### src/rtl/seg_status_pkg.sv
// Shared constants, state type and sizing helpers for the 7-segment status encoder.
package seg_status_pkg;

  localparam logic [3:0] CLASS_FAULT = 4'h5;
  localparam logic [3:0] CLASS_IDLE  = 4'h1;
  localparam logic [3:0] CLASS_INDEX = 4'h0;

  typedef enum logic [1:0] {
    ST_UNCALIB,
    ST_ERROR,
    ST_IDLE,
    ST_SHOW
  } state_t;

  function automatic int unsigned pow10(input int unsigned n);
    int unsigned r;
    r = 1;
    for (int unsigned i = 0; i < n; i++) r = r * 10;
    return r;
  endfunction

  // Decimal digits needed to hold the largest value of a bin_w-bit number.
  function automatic int unsigned bcd_digits(input int unsigned bin_w);
    longint unsigned max_v;
    int unsigned     d;
    max_v = (64'd1 << bin_w) - 64'd1;
    d     = 1;
    while (max_v >= 64'd10) begin
      max_v = max_v / 64'd10;
      d     = d + 1;
    end
    return d;
  endfunction

endpackage

### src/rtl/bin2bcd.sv
// Combinational double-dabble binary to packed-BCD converter.
module bin2bcd
  import seg_status_pkg::*;
#(
  parameter int unsigned BIN_W      = 8,
  parameter int unsigned BCD_DIGITS = bcd_digits(BIN_W)
) (
  input  logic [BIN_W-1:0]        bin,
  output logic [4*BCD_DIGITS-1:0] bcd
);

  // Narrower BCD_DIGITS than the full range is safe as long as the value fits.
  always_comb begin
    logic [4*BCD_DIGITS-1:0] acc;
    logic [BIN_W-1:0]        sh;
    acc = '0;
    sh  = bin;
    for (int unsigned i = 0; i < BIN_W; i++) begin
      for (int unsigned d = 0; d < BCD_DIGITS; d++) begin
        if (acc[4*d +: 4] >= 4'd5) acc[4*d +: 4] = acc[4*d +: 4] + 4'd3;
      end
      acc = {acc[4*BCD_DIGITS-2:0], sh[BIN_W-1]};
      sh  = sh << 1;
    end
    bcd = acc;
  end

endmodule

### src/rtl/seg_status_hold.sv
// Status encoder for the 7-segment display: memory fault latch/count plus
// a minimum-hold display of the lowest active user input index.
module seg_status_hold
  import seg_status_pkg::*;
#(
  parameter int unsigned N_INPUTS    = 46,
  parameter int unsigned DIGITS      = 3,
  parameter int unsigned HOLD_CYCLES = 50_000_000
) (
  input  logic                  clk,
  input  logic                  rst,
  input  logic                  mem_calib_done,
  input  logic                  mem_error,
  input  logic                  err_clear,
  input  logic [N_INPUTS-1:0]   buf_inputs,
  output logic [4*DIGITS-1:0]   seg_digits,
  output logic                  seg_changed
);

  localparam int unsigned PAY_D   = DIGITS - 1;
  localparam int unsigned IDX_W   = (N_INPUTS > 1) ? $clog2(N_INPUTS) : 1;
  localparam int unsigned CNT_MAX = pow10(PAY_D) - 1;
  localparam int unsigned CNT_W   = $clog2(CNT_MAX + 1);
  localparam int unsigned HOLD_W  = (HOLD_CYCLES > 0) ? $clog2(HOLD_CYCLES + 1) : 1;

  localparam logic [HOLD_W-1:0]   HOLD_LOAD = HOLD_W'(HOLD_CYCLES);
  localparam logic [CNT_W-1:0]    CNT_SAT   = CNT_W'(CNT_MAX);
  localparam logic [4*PAY_D-1:0]  PAY_ZERO  = '0;
  localparam logic [4*DIGITS-1:0] SEG_RESET = {CLASS_FAULT, PAY_ZERO};

  state_t            state_q, state_n;
  logic              err_q, err_n, err_prev_q;
  logic [CNT_W-1:0]  cnt_q, cnt_n;
  logic [HOLD_W-1:0] hold_q, hold_n;
  logic [IDX_W-1:0]  shown_q, shown_n, lo;
  logic              any;
  logic              clr_ok, err_rise;
  logic [4*PAY_D-1:0]  idx_bcd, cnt_bcd;
  logic [4*DIGITS-1:0] seg_n;

  always_comb begin
    lo  = '0;
    any = 1'b0;
    for (int unsigned i = 0; i < N_INPUTS; i++) begin
      if (buf_inputs[i] && !any) begin
        lo  = IDX_W'(i);
        any = 1'b1;
      end
    end
  end

  assign clr_ok   = err_clear && !mem_error;
  assign err_rise = mem_calib_done && mem_error && !err_prev_q;

  always_comb begin
    err_n = err_q;
    if (mem_calib_done && mem_error) err_n = 1'b1;
    else if (clr_ok)                 err_n = 1'b0;

    cnt_n = cnt_q;
    if (clr_ok)                            cnt_n = '0;
    else if (err_rise && cnt_q != CNT_SAT) cnt_n = cnt_q + 1'b1;
  end

  // Next state is built from next error status so outputs lag inputs by one clock.
  always_comb begin
    state_n = state_q;
    hold_n  = hold_q;
    shown_n = shown_q;
    if (!mem_calib_done) begin
      state_n = ST_UNCALIB;
      hold_n  = '0;
      shown_n = '0;
    end else if (err_n) begin
      state_n = ST_ERROR;
      hold_n  = '0;
      shown_n = '0;
    end else begin
      case (state_q)
        ST_UNCALIB, ST_ERROR: state_n = ST_IDLE;
        ST_IDLE: begin
          if (any) begin
            state_n = ST_SHOW;
            shown_n = lo;
            hold_n  = HOLD_LOAD;
          end
        end
        ST_SHOW: begin
          if (any && lo == shown_q) begin
            hold_n = HOLD_LOAD;
          end else if (hold_q != '0) begin
            hold_n = hold_q - 1'b1;
          end else if (any) begin
            shown_n = lo;
            hold_n  = HOLD_LOAD;
          end else begin
            state_n = ST_IDLE;
          end
        end
        default: state_n = ST_UNCALIB;
      endcase
    end
  end

  bin2bcd #(.BIN_W(IDX_W), .BCD_DIGITS(PAY_D)) u_idx_bcd (.bin(shown_n), .bcd(idx_bcd));
  bin2bcd #(.BIN_W(CNT_W), .BCD_DIGITS(PAY_D)) u_cnt_bcd (.bin(cnt_n),   .bcd(cnt_bcd));

  always_comb begin
    seg_n = SEG_RESET;
    case (state_n)
      ST_UNCALIB: seg_n = {CLASS_FAULT, PAY_ZERO};
      ST_ERROR:   seg_n = {CLASS_FAULT, cnt_bcd};
      ST_IDLE:    seg_n = {CLASS_IDLE,  PAY_ZERO};
      ST_SHOW:    seg_n = {CLASS_INDEX, idx_bcd};
      default:    seg_n = SEG_RESET;
    endcase
  end

  always_ff @(posedge clk or posedge rst) begin
    if (rst) begin
      state_q     <= ST_UNCALIB;
      err_q       <= 1'b0;
      err_prev_q  <= 1'b0;
      cnt_q       <= '0;
      hold_q      <= '0;
      shown_q     <= '0;
      seg_digits  <= SEG_RESET;
      seg_changed <= 1'b0;
    end else begin
      state_q     <= state_n;
      err_q       <= err_n;
      err_prev_q  <= mem_error;
      cnt_q       <= cnt_n;
      hold_q      <= hold_n;
      shown_q     <= shown_n;
      seg_digits  <= seg_n;
      seg_changed <= (seg_n != seg_digits);
    end
  end

endmodule

### config.mk
export PLATFORM = sky130hd
export DESIGN_NAME = seg_status_hold
export DESIGN_NICKNAME = d
export VERILOG_FILES = /design/src/rtl/seg_status_pkg.sv /design/src/rtl/bin2bcd.sv /design/src/rtl/seg_status_hold.sv
export SDC_FILE = /design/constraint.sdc
export NUM_CORES = 1
export LEC_CHECK = 0
export ABC_CLOCK_PERIOD_IN_PS = 17000
export CAP_MARGIN = 25
export CORE_MARGIN = 2
export CORE_UTILIZATION = 60
export DETAILED_ROUTE_END_ITERATION = 8
export GPL_TIMING_DRIVEN = 0
export PLACE_DENSITY = 0.93
export SETUP_SLACK_MARGIN = 0.2
export SYNTH_ARGS = -nofsm -noshare
export SYNTH_HDL_FRONTEND = slang
export SYNTH_SLANG_ARGS = --single-unit
### constraint.sdc
create_clock -name clk -period 17 [get_ports clk]
set_input_delay 2.55 -clock clk [delete_from_list [all_inputs] [get_ports clk]]
set_output_delay 2.55 -clock clk [all_outputs]
set_load 0.005 [all_outputs]
==> out/metrics.csv, run 1 <==
stage,metric,value,unit
synth,synth.most_common_cell,sky130_fd_sc_hd__nor2_1,
power_and_ir_drop,seqPwrFrac,0.436,
die,die_y,95.0,µm
synth,ff_latch_count_synth,54,
worst_setup_path,worst_path_most_repeated_cell,sky130_fd_sc_hd__ha_1,
synth,synthSimpleGateAreaFrac,0.288,
worst_setup_path,worst-path-buf-inv,3,
sta,final_hold_viol_count,0,
synth,synthesis.instances,610,
global_route,global_route.overflow_total,0,
global_route,globalRouteMet2Util,0.534,
detailed_routing,antenna_left,0,
final_layout,num-nets-final,745,
final_layout,fill_cells,614,
clocking,numCtsBuffers,5,
synth,post_synth_main_area_contributors,"sky130_fd_sc_hd__dfrtp_1 26%, sky130_fd_sc_hd__o21ai_0 5.1%, sky130_fd_sc_hd__a21oi_1 4.9%, sky130_fd_sc_hd__nor2_1 4.9%, sky130_fd_sc_hd__nand2_1 3.7%",
final_layout,synth_to_final_area_change,17.4,%
detailed_routing,firstDrtPassIters,6,
run_status,run_status,completed,
sta,fin_crit_sh,0.525,
sta,maxSlewViolCount,0,
die,ioPinCount,64,
worst_setup_path,worst_path_dominant_cell_family,simple AND/OR/NAND/NOR gates,
sta,fin_tns_setup,0,ns
worst_setup_path,worst_ep_required_time,17.20,ns
detailed_routing,drt_drc_violations_left,0,
synth,count_of_cell_types_in_the_netlist,92,
detailed_routing,detail_route.vias_per_cell,6.56,
clocking,clk_transition_reported_paths,0.11,ns
die,fp-row-count,33,
placed_design,globalplace.congestion,0.888,
synth,synth.area.mux_share,0.0391,
die,initial_core_util,0.610,
worst_setup_path,critPathMaxFanout,9,
clocking,post-cts-setup-buffers,0,
clocking,post_cts_resize_count,0,
synth,yosys.area_share.adder,0.0373,
global_route,global_route.usage.met3,0.0543,
clocking,cts.sinks,54,
final_layout,multiInputGateArea,3400,µm²
detailed_routing,num_vias,5157,
worst_setup_path,cp_slowest_stage_delay,0.63,ns
sta,measured_slew_at_the_worst_slew_check_pin,0.796,ns
clocking,cts_tree,built,
power_and_ir_drop,power_switching,112,µW
global_route,number_of_antenna_violations_at_the_first_check_in_global_routing,0,
synth,most_used_dff_post_synth,sky130_fd_sc_hd__dfrtp_1,
die,die_width,95.0,µm
worst_setup_path,critical_path.endpoint_type,flop,
run,maxCapViolations,0,
synth,synth_compound_area_frac,0.282,
clocking,buffer_levels_on_the_longest_clock_path,2,
synth,synth_xor_xnor_area_share,0.0373,
detailed_routing,wl_per_cell,17.1,µm
final_layout,drive_gt1_frac,0.101,
detailed_routing,detailedRoute.firstIterationViolations,532,
worst_setup_path,critPathKind,in2reg,
power_and_ir_drop,power.leakage,0.00227,µW
synth,synthArstFlopShare,1.00,
global_route,grtUsageMet1,0.385,
final_layout,final-seq-area,1350,µm²
sta,skew,0.0109,ns
power_and_ir_drop,clkPwrFrac,0.247,
synth,synth.yosys.seq_area_share,0.273,
clocking,ctsHtreeMaxLevel,2,
sta,setup_ws,8.07,ns
synth,post_synth_instance_area,4960,µm²
power_and_ir_drop,internal-power,204,µW
global_route,grt_start_max_net_pins,30,
placed_design,preCtsSetupSlack,7.84,ns
die,die_area,9020,µm²
clocking,clk-insertion-delay-late,0.32,ns
synth,yosys.area.top_type_share,0.262,
synth,postSynthAreaPerCell,8.14,µm²
placed_design,placement.cell_area,5730,µm²
synth,synth_top_cell_by_area,sky130_fd_sc_hd__dfrtp_1,
power_and_ir_drop,vdd_ir_drop_max,47.5,µV
placed_design,hpwl,10200,µm
final_layout,final_design_area_no_fill,5830,µm²
global_route,tot_gr_track_use,0.306,
sta,final_period_minus_worst_setup_slack,8.93,ns
sta,grt_setup_unrepaired,false,
sta,fmax,0.112,GHz
die,standard_cell_core_area,8130,µm²
power_and_ir_drop,power_per_cell_area,54.2,nW/µm²
synth,synth-warning-count,0,
worst_setup_path,critPathArrivalTime,9.13,ns
worst_setup_path,critical_path.startpoint_type,input port,
detailed_routing,routed_wirelength,13400,µm
placed_design,numPortBuffers,61,
worst_setup_path,timing.critical_path.slowest_stage_cell,sky130_fd_sc_hd__clkdlybuf4s50_1,
global_route,busiest_layer_in_global_routing,met2,
clocking,cts-root-buf,sky130_fd_sc_hd__clkbuf_8,
min_path,hold_path_class,reg2reg,
sta,total_of_endpoints_with_negative_setup_slack_in_the_final_report,0,
global_route,first_pass_grt_wire_length,22400,µm
power_and_ir_drop,power.switching_fraction,0.353,
final_layout,final_core_util,0.717,
synth,dominant_combinational_cell_family_by_area_after_synthesis,simple AND/OR/NAND/NOR gates,
final_layout,n_antenna_cell,0,
global_route,grt_pass1_vias,4979,
sta,slew_headroom,0.467,
power_and_ir_drop,combPwrFrac,0.318,
clocking,cts_hold_buf,0,
final_layout,non_filler_instances,786,
synth,post_synth_edffs,0,
synth,synth.top_cells.by_count,"65 x sky130_fd_sc_hd__nor2_1, 52 x sky130_fd_sc_hd__dfrtp_1, 51 x sky130_fd_sc_hd__o21ai_0",
placed_design,post-place-cells,778,
==> placed cells by master (no fill, tap or decap), drive strengths merged, types with 16 or more instances in the layout <==
master,Yosys,final
nor3,27,27
inv,33,34
clkbuf,11,16
dfrtp,52,52
nand2,50,50
o21ai,60,60
a21oi,52,52
nor4,23,23
clkdlybuf4s50,0,61
nor2,65,65
==> sequential cells by signal, summed over array words and instances, names as in the netlist <==
register	count
hold_q	26
seg_digits	10
cnt_q	7
shown_q	6
state_q	2
err_prev_q	1
err_q	1
seg_changed	1
==> logic make-up (layout without fill, tap and decap cells) <==
group | after synthesis | count (layout)
other | 1 | 2
buffers and inverters | 51 | 121
and+or+nand+nor | 251 | 251
AOI/OAI and AO/OA | 203 | 203
muxes | 16 | 16
adders and majority gates | 15 | 15
xor gates and xnor gates | 19 | 19
DFF | 54 | 54
==> worst register-to-register path: cells and delay by family, from the launching register on <==
| family | cells | cell delay [ns] |
|---|---|---|
| muxes | 2 | 0.57 |
| adders and majority gates | 4 | 0.90 |
| buffers and inverters | 2 | 0.36 |
| AOI/OAI and AO/OA | 9 | 1.93 |
| DFF | 1 | 0.39 |
| and+or+nand+nor | 12 | 2.21 |
==> final cells by class <==
class                           instances  share of cell area
Timing Repair Buffer                   62               0.108
Inverter                               35              0.0225
Buffer                                 16              0.0137
Sequential cell                        54               0.232
Clock buffer                            5              0.0118
Multi-Input combinational cell        506               0.584
Tap cell                              105              0.0225
Clock inverter                          3             0.00494
==> path summary, 6_finish.rpt <==
kind / startpoint / to / slack, ns / cells after the start
max in group asynchronous: rst / seg_digits[8]$_DFF_PP1_ / 13.78 / 3
max reg2reg: err_prev_q$_DFF_PP0_ / seg_changed$_DFF_PP0_ / 10.49 / 29
max: mem_calib_done / seg_changed$_DFF_PP0_ / 8.07 / 30
min in group asynchronous: rst / err_prev_q$_DFF_PP0_ / 2.60 / 2
min: hold_q[10]$_DFFE_PP0P_ / hold_q[10]$_DFFE_PP0P_ / 0.52 / 1
min reg2reg: hold_q[10]$_DFFE_PP0P_ / hold_q[10]$_DFFE_PP0P_ / 0.52 / 1
==> power groups by stage <==
stage          Clock (µW)  Combinational [µW]  Sequential (µW)
6_report             78.0                 100              138
5_1_grt              85.1                 109              138
4_1_cts              78.2                98.5              138
3_5_place_dp            0                97.3              140
3_3_place_gp            0                93.0              140
2_1_floorplan           0                62.5              139
==> stage by stage <==
stage          hold slack, ns  power [µW]
3_5_place_dp            0.509         237
3_3_place_gp            0.497         233
5_1_grt                 0.550         332
4_1_cts                 0.523         314
6_report                0.522         316
2_1_floorplan           0.458         201
==> metal layers <==
metal | routed length (µm) | part of all wire
met5 | 0 | 0
met1 | 5660 | 0.42
met4 | 301 | 0.022
met3 | 786 | 0.059
met2 | 6680 | 0.50
(Power assumes the default switching activity.)
==> run 2: changes to the inputs <==
ABC_CLOCK_PERIOD_IN_PS = 8100   (was 17000)
CORE_UTILIZATION = 51   (was 60)
PLACE_DENSITY = 0.84   (was 0.93)
clock period = 8.1 ns   (was 17 ns; I/O delays follow)
==> run 2 against run 1 <==
Compared with the run above:
- hold slack worse by 0.0039 ns
- via count down 1.2%
- sequential power rose by 110%
- critical path depth did not move
- combinational power up 110%
- non-clock buffer count increased by 1
- clock power is 99% higher
- largest cell class unchanged
- highest routed layer unchanged
==> out/metrics.csv, run 2 (synthesis results as in run 1) <==
stage,metric,value,unit
clocking,clk-insertion-delay-late,0.31,ns
final_layout,drive_gt1_frac,0.106,
worst_setup_path,critical_path.endpoint_type,flop,
die,die_y,103,µm
die,fp-row-count,36,
detailed_routing,detailedRoute.firstIterationViolations,422,
worst_setup_path,worst_r2r_path_depth,30,
worst_setup_path,regToRegStartpoint,cnt_q[0]$_DFF_PP0_,
sta,measured_slew_at_the_worst_slew_check_pin,0.842,ns
die,die_width,103,µm
detailed_routing,wl_per_cell,16.5,µm
clocking,cts_tree,built,
worst_setup_path,timing.critical_path.slowest_stage_cell,sky130_fd_sc_hd__clkdlybuf4s50_1,
placed_design,numPortBuffers,61,
run_status,run_status,completed,
sta,skew,0.00762,ns
final_layout,non_filler_instances,815,
worst_setup_path,critPathKind,in2reg,
final_layout,num-nets-final,746,
final_layout,fill_cells,827,
clocking,cts.sinks,54,
sta,grt_setup_unrepaired,false,
worst_setup_path,worstReg2RegEnd,seg_changed$_DFF_PP0_,
power_and_ir_drop,power_per_cell_area,111,nW/µm²
worst_setup_path,worst_path_most_repeated_cell,sky130_fd_sc_hd__ha_1,
sta,total_of_endpoints_with_negative_setup_slack_in_the_final_report,0,
clocking,ctsHtreeMaxLevel,2,
sta,final_hold_viol_count,0,
clocking,buffer_levels_on_the_longest_clock_path,2,
clocking,cts-root-buf,sky130_fd_sc_hd__clkbuf_8,
detailed_routing,firstDrtPassIters,6,
global_route,grt_start_max_net_pins,37,
final_layout,top_regs,"hold_q (26), seg_digits (10), cnt_q (7)",
clocking,clk_transition_reported_paths,0.11,ns
worst_setup_path,worst_ep_required_time,8.29,ns
global_route,global_route.overflow_total,0,
min_path,cells_on_worst_hold_path,1,
placed_design,post-place-cells,806,
worst_setup_path,critical_path.startpoint_type,input port,
sta,fmax,0.135,GHz
detailed_routing,num_vias,5095,
sta,slew_headroom,0.436,
detailed_routing,antenna_left,0,
worst_setup_path,critPathArrivalTime,7.58,ns
worst_setup_path,critPathMaxFanout,9,
clocking,numCtsBuffers,5,
worst_setup_path,cp_slowest_stage_delay,0.61,ns
power_and_ir_drop,vdd_ir_drop_max,80.0,µV
power_and_ir_drop,post-layout-total-power,655,µW
final_layout,n_antenna_cell,0,
min_path,hold_path.startpoint,hold_q[5]$_DFFE_PP0P_,
power_and_ir_drop,power.leakage,0.00226,µW
clocking,cts_hold_buf,0,
die,initial_core_util,0.517,
sta,hold_slack,0.518,ns
final_layout,synth_to_final_area_change,18.5,%
die,standard_cell_core_area,9590,µm²
global_route,first_pass_grt_wire_length,22300,µm
global_route,tot_gr_track_use,0.258,
global_route,number_of_antenna_violations_at_the_first_check_in_global_routing,0,
final_layout,final-seq-area,1350,µm²
final_layout,layout.cells.most_common,sky130_fd_sc_hd__nor2_1,
sta,fin_tns_setup,0,ns
sta,maxSlewViolCount,0,
placed_design,hpwl,10400,µm
detailed_routing,detail_route.vias_per_cell,6.25,
global_route,grt_pass1_vias,4971,
sta,fin_crit_sh,0.912,
final_layout,largest_reg_flops,26,
final_layout,multiInputGateArea,3420,µm²
final_layout,largest_register,hold_q,
min_path,min_to,hold_q[5]$_DFFE_PP0P_,
die,ioPinCount,64,
die,die_area,10500,µm²
sta,final_period_minus_worst_setup_slack,7.39,ns
placed_design,globalplace.congestion,0.964,
detailed_routing,drt_drc_violations_left,0,
final_layout,layout_common_cells,"65 x sky130_fd_sc_hd__nor2_1, 61 x sky130_fd_sc_hd__clkdlybuf4s50_1, 52 x sky130_fd_sc_hd__dfrtp_1",
worst_setup_path,reg2reg_setup_slack,1.77,ns
min_path,hold_path_class,reg2reg,
run,maxCapViolations,0,
detailed_routing,routed_wirelength,13500,µm
[run 2: routing by layer]
| metal | wire length [µm] | track usage | share of wire |
|---|---|---|---|
| met4 | 154 | 0.0585 | 0.011 |
| met3 | 714 | 0.0366 | 0.053 |
| met2 | 6780 | 0.452 | 0.50 |
| met1 | 5820 | 0.337 | 0.43 |
| met5 | 0 | 0 | 0 |
[run 2: how the worst max path moves through the flow]
stage | endpoint | slack, ns | depth (start not counted) | from
finish | seg_changed$_DFF_PP0_ | 0.71 | 30 | mem_calib_done
floorplan | seg_changed$_DFF_PP0_ | 1.81 | 29 | mem_calib_done
CTS | seg_changed$_DFF_PP0_ | 0.59 | 30 | mem_calib_done
global placement | seg_changed$_DFF_PP0_ | 0.48 | 30 | mem_calib_done
detailed placement | seg_changed$_DFF_PP0_ | 0.27 | 30 | mem_calib_done
global route | seg_changed$_DFF_PP0_ | 0.18 | 30 | mem_calib_done
[run 2: final cells by class]
cell class	count	share of cell area
Clock inverter	3	0.00362
Sequential cell	54	0.230
Buffer	16	0.0136
Clock buffer	5	0.0117
Multi-Input combinational cell	506	0.581
Tap cell	133	0.0283
Inverter	35	0.0230
Timing Repair Buffer	63	0.108
[run 2: through the flow]
step                setup WS (ns)  instance area [µm²]  utilization
CTS                         0.594                 5860        0.610
floorplan                    1.81                 4970            -
global route                0.185                 5880        0.613
detailed placement          0.272                 5770        0.601
global placement            0.482                 5750        0.599
finish                      0.710                 5880        0.613
[run 2: power by group]
| group | switching (µW) | internal, µW |
|---|---|---|
| sequential | 9.66 | 279 |
| clock | 94.4 | 61.1 |
| combinational | 125 | 85.7 |
[run 2: repair_timing]
action	in CTS	in global routing
setup endpoints to repair	0	1
resized for setup	0	4
setup buffers	0	1
[run 2: worst max-delay path, delay by kind of cell]
kind                       cells  cell delay [ns]
adders and majority gates      4             0.84
AOI/OAI and AO/OA              9             1.90
buffers and inverters          3             0.92
and+or+nand+nor               12             2.14
muxes                          2             0.56
==> run 3: changes to the inputs <==
CORE_ASPECT_RATIO = 0.7   (was unset)
PLACE_DENSITY = 0.76   (was 0.84)
==> run 3 against run 2 <==
Compared with the run above:
- wire length rose by 8.0%
- die area increased by 0.12%
- critical path depth stayed put
- maximum frequency is 1.4% lower
- critical endpoint unchanged
- critical path type unchanged
- sequential power barely moved
==> out/metrics.csv, run 3 (synthesis results as in run 1) <==
stage,metric,value,unit
final_layout,num-nets-final,745,
sta,maxSlewViolCount,0,
final_layout,multiInputGateArea,3440,µm²
sta,slew_headroom,0.436,
final_layout,fill_cells,843,
worst_setup_path,worst_ep_required_time,8.27,ns
clocking,numCtsBuffers,5,
worst_setup_path,timing.critical_path.slowest_stage_cell,sky130_fd_sc_hd__clkdlybuf4s50_1,
sta,total_of_endpoints_with_negative_setup_slack_in_the_final_report,0,
final_layout,drive_gt1_frac,0.107,
placed_design,numPortBuffers,61,
die,die_width,122,µm
placed_design,hpwl,11200,µm
global_route,grt_start_max_net_pins,38,
detailed_routing,routed_wirelength,14500,µm
worst_setup_path,worst_r2r_path_depth,30,
placed_design,globalplace.congestion,0.926,
placed_design,post-place-cells,801,
detailed_routing,routed-wl-met3,1060,µm
die,die_area,10600,µm²
clocking,cts_tree,built,
clocking,cts_hold_buf,0,
worst_setup_path,cp_slowest_stage_delay,0.63,ns
final_layout,layout_common_cells,"65 x sky130_fd_sc_hd__nor2_1, 61 x sky130_fd_sc_hd__clkdlybuf4s50_1, 52 x sky130_fd_sc_hd__dfrtp_1",
sta,final_hold_viol_count,0,
sta,measured_slew_at_the_worst_slew_check_pin,0.843,ns
detailed_routing,highest_layer,met4,
detailed_routing,detailedRoute.firstIterationViolations,471,
worst_setup_path,worst_path_most_repeated_cell,sky130_fd_sc_hd__ha_1,
worst_setup_path,critPathKind,in2reg,
final_layout,n_antenna_cell,0,
clocking,cts-root-buf,sky130_fd_sc_hd__clkbuf_16,
detailed_routing,num_vias,5169,
worst_setup_path,critical_path.endpoint_type,flop,
die,fp-row-count,30,
detailed_routing,firstDrtPassIters,5,
min_path,hold_path_class,reg2reg,
detailed_routing,dr_wl_met2,6620,µm
detailed_routing,routedLengthMet1,6720,µm
worst_setup_path,critPathMaxFanout,9,
die,standard_cell_core_area,9570,µm²
placed_design,preCtsSetupSlack,0.0173,ns
global_route,first_pass_grt_wire_length,24100,µm
global_route,number_of_antenna_violations_at_the_first_check_in_global_routing,0,
detailed_routing,wl_per_cell,18.0,µm
sta,fin_crit_sh,0.926,
sta,fmax,0.133,GHz
global_route,tot_gr_track_use,0.284,
final_layout,largest_register,hold_q,
clocking,cts.sinks,54,
power_and_ir_drop,post-layout-total-power,752,µW
final_layout,largest_reg_flops,26,
power_and_ir_drop,power_per_cell_area,126,nW/µm²
global_route,grt_pass1_vias,5005,
final_layout,final_core_util,0.624,
clocking,ctsHtreeMaxLevel,2,
sta,setup_ws,0.602,ns
sta,final_period_minus_worst_setup_slack,7.50,ns
sta,skew,0.00809,ns
clocking,buffer_levels_on_the_longest_clock_path,2,
final_layout,layout.cells.most_common,sky130_fd_sc_hd__nor2_1,
final_layout,synth_to_final_area_change,20.2,%
detailed_routing,antenna_left,0,
detailed_routing,detail_route.vias_per_cell,6.39,
sta,grt_setup_unrepaired,false,
power_and_ir_drop,vdd_ir_drop_max,74.1,µV
die,initial_core_util,0.519,
power_and_ir_drop,power.leakage,0.00231,µW
die,die_y,86.6,µm
sta,fin_tns_setup,0,ns
clocking,clk_transition_reported_paths,0.08,ns
min_path,cells_on_worst_hold_path,1,
final_layout,top_regs,"hold_q (26), seg_digits (10), cnt_q (7)",
global_route,global_route.overflow_total,0,
worst_setup_path,critPathArrivalTime,7.67,ns
clocking,post-cts-setup-buffers,0,
final_layout,non_filler_instances,809,
final_layout,final-seq-area,1350,µm²
die,ioPinCount,64,
run_status,run_status,completed,
worst_setup_path,critical_path.startpoint_type,input port,
run,maxCapViolations,0,
clocking,clk-insertion-delay-late,0.30,ns
detailed_routing,drt_drc_violations_left,0,
run 3: worst paths after layout:
path                                              from                 endpoint  slack, ns
worst max-delay path                    mem_calib_done    seg_changed$_DFF_PP0_       0.60
worst min-delay path            hold_q[10]$_DFFE_PP0P_   hold_q[10]$_DFFE_PP0P_       0.51
worst max register to register      cnt_q[0]$_DFF_PP0_    seg_changed$_DFF_PP0_       1.65
worst min register to register  hold_q[10]$_DFFE_PP0P_   hold_q[10]$_DFFE_PP0P_       0.51
max in group asynchronous                          rst  seg_digits[8]$_DFF_PP1_       6.24
min in group asynchronous                          rst       cnt_q[6]$_DFF_PP0_       1.24
run 3: per-layer routing:
layer / vias to the layer above / global-route usage
met5: - / 0
met4: 0 / 0.0627
met3: 18 / 0.0474
met2: 224 / 0.446
met1: 2490 / 0.412
li1: 2437 / -
run 3: repair_timing:
action / 4_1_cts / 5_1_grt
gates resized for setup: 0 / 7
endpoints found under the hold margin: 0 / 0
setup endpoints to repair: 0 / 1
run 3: metrics by stage:
| stage | area, µm² | hold WS (ns) |
|---|---|---|
| 6_report | 5970 | 0.513 |
| 5_1_grt | 5970 | 0.536 |
| 4_1_cts | 5920 | 0.514 |
| 3_5_place_dp | 5760 | 0.500 |
| 3_3_place_gp | 5740 | 0.497 |
| 2_1_floorplan | 4970 | 0.458 |
run 3: worst max-delay path: cells and delay by family:
kind | cells | cell delay [ns]
AOI/OAI and AO/OA | 9 | 1.97
adders and majority gates | 4 | 0.80
buffers and inverters | 3 | 0.81
muxes | 1 | 0.29
and+or+nand+nor | 13 | 2.55
run 3: area by class of cell:
type	count	share of cell area
Tap cell	128	0.0268
Buffer	16	0.0134
Clock inverter	3	0.00671
Clock buffer	5	0.0210
Multi-Input combinational cell	506	0.577
Sequential cell	54	0.227
Inverter	35	0.0226
Timing Repair Buffer	62	0.106
run 3: where the power goes:
| group | internal [µW] | leakage, µW | total [µW] | switching [µW] |
|---|---|---|---|---|
| Clock | 145 | 0.0000836 | 249 | 104 |
| Sequential | 279 | 0.000733 | 289 | 9.62 |
| Combinational | 86.2 | 0.00149 | 215 | 129 |
